==> config.mk <==
export PLATFORM = sky130hd
export DESIGN_NAME = regfile_sb
export DESIGN_NICKNAME = d
export VERILOG_FILES = /design/src/rtl/regfile_sb.sv
export SDC_FILE = /design/constraint.sdc
export NUM_CORES = 1
export LEC_CHECK = 0
export CORE_MARGIN = 2
export CORE_UTILIZATION = 56
export CTS_BUF_LIST = sky130_fd_sc_hd__clkbuf_2
export DETAILED_ROUTE_END_ITERATION = 6
export PLACE_DENSITY = 0.76
export SLEW_MARGIN = 0
export SYNTH_ARGS = -nofsm -noshare
export SYNTH_HDL_FRONTEND = slang
export SYNTH_SLANG_ARGS = --single-unit
==> constraint.sdc <==
create_clock -name clk -period 2.2 [get_ports clk]
set_input_delay 0.22 -clock clk [delete_from_list [all_inputs] [get_ports clk]]
set_output_delay 0.22 -clock clk [all_outputs]
set_load 0.02 [all_outputs]
==> src/rtl/regfile_sb.sv <==
// regfile_sb: register file with write-through bypass, pending-result scoreboard and reset clear sweep
module regfile_sb #(
    parameter int DATA_W   = 16,
    parameter int ADDR_W   = 4,
    parameter int ZERO_REG = 0,
    parameter int BYPASS   = 1
) (
    input  logic              clk,
    input  logic              rst,
    input  logic [ADDR_W-1:0] rega_addr,
    input  logic [ADDR_W-1:0] regb_addr,
    input  logic [ADDR_W-1:0] write_addr,
    input  logic [DATA_W-1:0] write_data,
    input  logic              write_enable,
    input  logic [ADDR_W-1:0] lock_addr,
    input  logic              lock_enable,
    output logic [DATA_W-1:0] rega_data,
    output logic [DATA_W-1:0] regb_data,
    output logic              rega_pending,
    output logic              regb_pending,
    output logic              busy
);
    localparam int DEPTH = 2 ** ADDR_W;

    typedef enum logic {CLEAR, RUN} state_t;

    state_t              state;
    logic [ADDR_W-1:0]   clr_ptr;
    logic [DATA_W-1:0]   regs [DEPTH];
    logic [DEPTH-1:0]    pending;
    logic                run;
    logic                wr_ok;
    logic                lk_ok;

    assign run   = state == RUN;
    assign busy  = !run;
    assign wr_ok = run && write_enable && !(ZERO_REG != 0 && write_addr == '0);
    assign lk_ok = run && lock_enable && !(ZERO_REG != 0 && lock_addr == '0);

    // Returns {pending, data} for one read port; the bypass also hides the pending bit being retired.
    function automatic logic [DATA_W:0] rd(input logic [ADDR_W-1:0] a);
        logic zero;
        logic hit;
        zero = ZERO_REG != 0 && a == '0;
        hit  = BYPASS != 0 && write_enable && write_addr == a;
        return (!run || zero) ? '0 : hit ? {1'b0, write_data} : {pending[a], regs[a]};
    endfunction

    assign {rega_pending, rega_data} = rd(rega_addr);
    assign {regb_pending, regb_data} = rd(regb_addr);

    always_ff @(posedge clk) begin
        if (rst) begin
            state   <= CLEAR;
            clr_ptr <= '0;
            pending <= '0;
        end else if (!run) begin
            regs[clr_ptr] <= '0;
            clr_ptr       <= clr_ptr + 1'b1;
            if (clr_ptr == ADDR_W'(DEPTH - 1)) state <= RUN;
        end else begin
            if (wr_ok) begin
                regs[write_addr]    <= write_data;
                pending[write_addr] <= 1'b0;
            end
            // A lock issued alongside a retiring write on the same register must win.
            if (lk_ok) pending[lock_addr] <= 1'b1;
        end
    end
endmodule
==> out/results.ini <==
[place]
dp_hpwl_um=24800
gp_congestion=0.897
port-buffer-count=70

[sta]
tightestPinTransition_ps=579
fmax_mhz=373
hold_viol_final=0
fin_worst_skew_ps=40.6
setup_viol=34
finalCritPeriodShare=1.22
drv_slew=0
hold-worst-slack_ps=156
worst_slew_margin_rel=0.614
period_needed_ps=2680
grt_setup_unrepaired=true
fin_ws_ps=-481

[cells_and_area]
layout_common_cells=edfxtp_1 (256), mux4_2 (138), clkbuf_2 (95)
drive_above_1_share=0.483
areaGrowthSynthToFinish_pct=23.2
nets=989
utilization=0.699
mostFrequentLayoutCell=edfxtp_1
fillers=1543

[power_and_ir_drop]
combPwrFrac=0.110
swShare=0.258
powerDensity_mw_per_mm2=625
power_switching_mw=2.64
power_leakage_nw=5.24
power_frac_clock=0.325
sequentialPowerShare=0.565
internal-power_mw=7.59
ir_drop_v=0.000512

[global_route]
grt_pass1_wl_um=55000
grt_pass1_vias=9135
globalRouteMet3Util=0.0545
grt_max_degree=31
antenna_found_initial=1
overflow=0
grtUsageTotal=0.309
gr-usage-met1=0.410
busiest_layer=met2
use_met2=0.507

[synthesis]
synth-edff-count=256
ys_types=36
syn_nets=805
ys_seq_elements=277
yosysSeqAreaShare=0.611
ys.warnings.count=0
syn_area_mm2=0.0133
avgSynthCellArea_um2=17.3
synth_ff_type=edfxtp_1
async_flop_share=0
synthCells=768

[route]
ant_nets=0
wl_per_cell_um=28.2
first_pass_iters=5
drtIter0Drc=902
viasPerCell=6.66
drt-total-wl_um=37200
drcViolationCount=0
vias=8798

[floorplan]
die_height_um=158
start_util=0.567
row_count=56
dieArea_mm2=0.0250
ios=71
die-width_um=158
coreArea_mm2=0.0234

[critical_path]
cp.arrival_ps=2460
startpoint_type=flop
critPathKind=reg2out
worst-path-max-fanout=2
end_kind=output port
worstPathRequired_ps=1980

[run_status]
violations=negative setup slack
outcome=finished, violations left

[job]
cap_violations=0

[clocking]
tritoncts=built
numCtsBuffers=70
clk_path_buf_depth=3
clk_pin_slew_ps=110
cts.sinks=277
cts_root_buf=clkbuf_2
clock_latency_ps=830
cts.htree.levels=3

[hold_path]
hold_path.class=in2reg

## flip-flops by register name, summed over array words and instances, names as in the netlist
signal   cells
clr_ptr      4
pending     16
run          1
regs       256
## power by group through the flow
stage	Sequential [mW]	Combinational (mW)	Clock (mW)
4_1_cts	5.78	1.11	3.37
2_1_floorplan	5.88	0.565	0
5_1_grt	5.79	1.17	3.64
3_5_place_dp	5.90	1.03	0
6_report	5.78	1.13	3.32
3_3_place_gp	5.89	1.01	0
## critical path: stages (launching register included)
cell and delay, ps:
edfxtp_1 420, mux4_2 520, a22oi_2 200, nand2_2 90, a22o_1 220, buf_2 160
## metal layers
layer | vias to the layer above | routed length (um)
met1 | 4494 | 13600
met4 | 0 | 1480
met3 | 107 | 3260
li1 | 3649 | -
met5 | - | 0
met2 | 548 | 18900
## timing repair
action	CTS	global route
pin swaps	73	3
hold buffers	1	0
cloned	0	0
endpoints found under the hold margin	1	0
endpoints found under the setup margin	261	206
gates resized for setup	255	15
buffers inserted	3	0
## synthesized netlist by cell type (all sizes together), types with 7 or more instances
library cell	instances	area [um2]
a22o	32	280
and2	20	125
buf	31	171
nand2	52	195
clkbuf	32	120
nand3	7	35.0
dfxtp	21	420
a22oi	64	480
mux4	138	3110
xor2	10	87.6
nor2	26	97.6
o21ai	14	70.1
edfxtp	256	7690
a21oi	21	105
nor2b	9	56.3
## worst paths after layout
check | from | endpoint | slack (ps) | cells past startpoint
hold reg to reg | pending[3] | pending[3] | 510 | 2
setup reg to reg | run | regs[0][1] | 130 | 6
setup / recovery | regs[13][15] | regb_data[15] | -480 | 5
hold / removal | lock_addr[0] | pending[15] | 160 | 3
## through the flow
stage	total power, mW	TNS (ps)	area, um2	instances	setup slack (ps)
finish	10.2	-13330	16400	1321	-481
global route	10.6	-15860	16400	1321	-532
CTS	10.3	-14650	16300	1320	-493
detailed placement	6.93	-92880	15400	1195	-658
global placement	6.90	-77480	15400	1195	-637
floorplan	6.45	-44330	13300	768	-180
## cells by family (layout without fill, tap and decap cells)
| family | after synthesis | after routing | synth area share |
|---|---|---|---|
| DFF | 277 | 277 | 0.611 |
| and+or+nand+nor | 134 | 134 | 0.0481 |
| buffers and inverters | 67 | 300 | 0.0231 |
| other | 0 | 1 | 0 |
| AOI/OAI and AO/OA | 137 | 137 | 0.0735 |
| muxes | 141 | 141 | 0.236 |
| adders and majority gates | 1 | 1 | 0.000942 |
| xor gates and xnor gates | 11 | 11 | 0.00726 |
## final cells by class
type,count,area [um2],area share
repair buffers,175,1990,0.122
clock inverters,26,130,0.00795
clock buffers,95,475,0.0291
flip-flops and latches,277,8120,0.496
inverters,4,15.0,0.000918
multi-input cells,424,5230,0.320
diodes,1,2.50,0.000153
well taps,319,399,0.0244
Power figures use the tool's default switching activity.
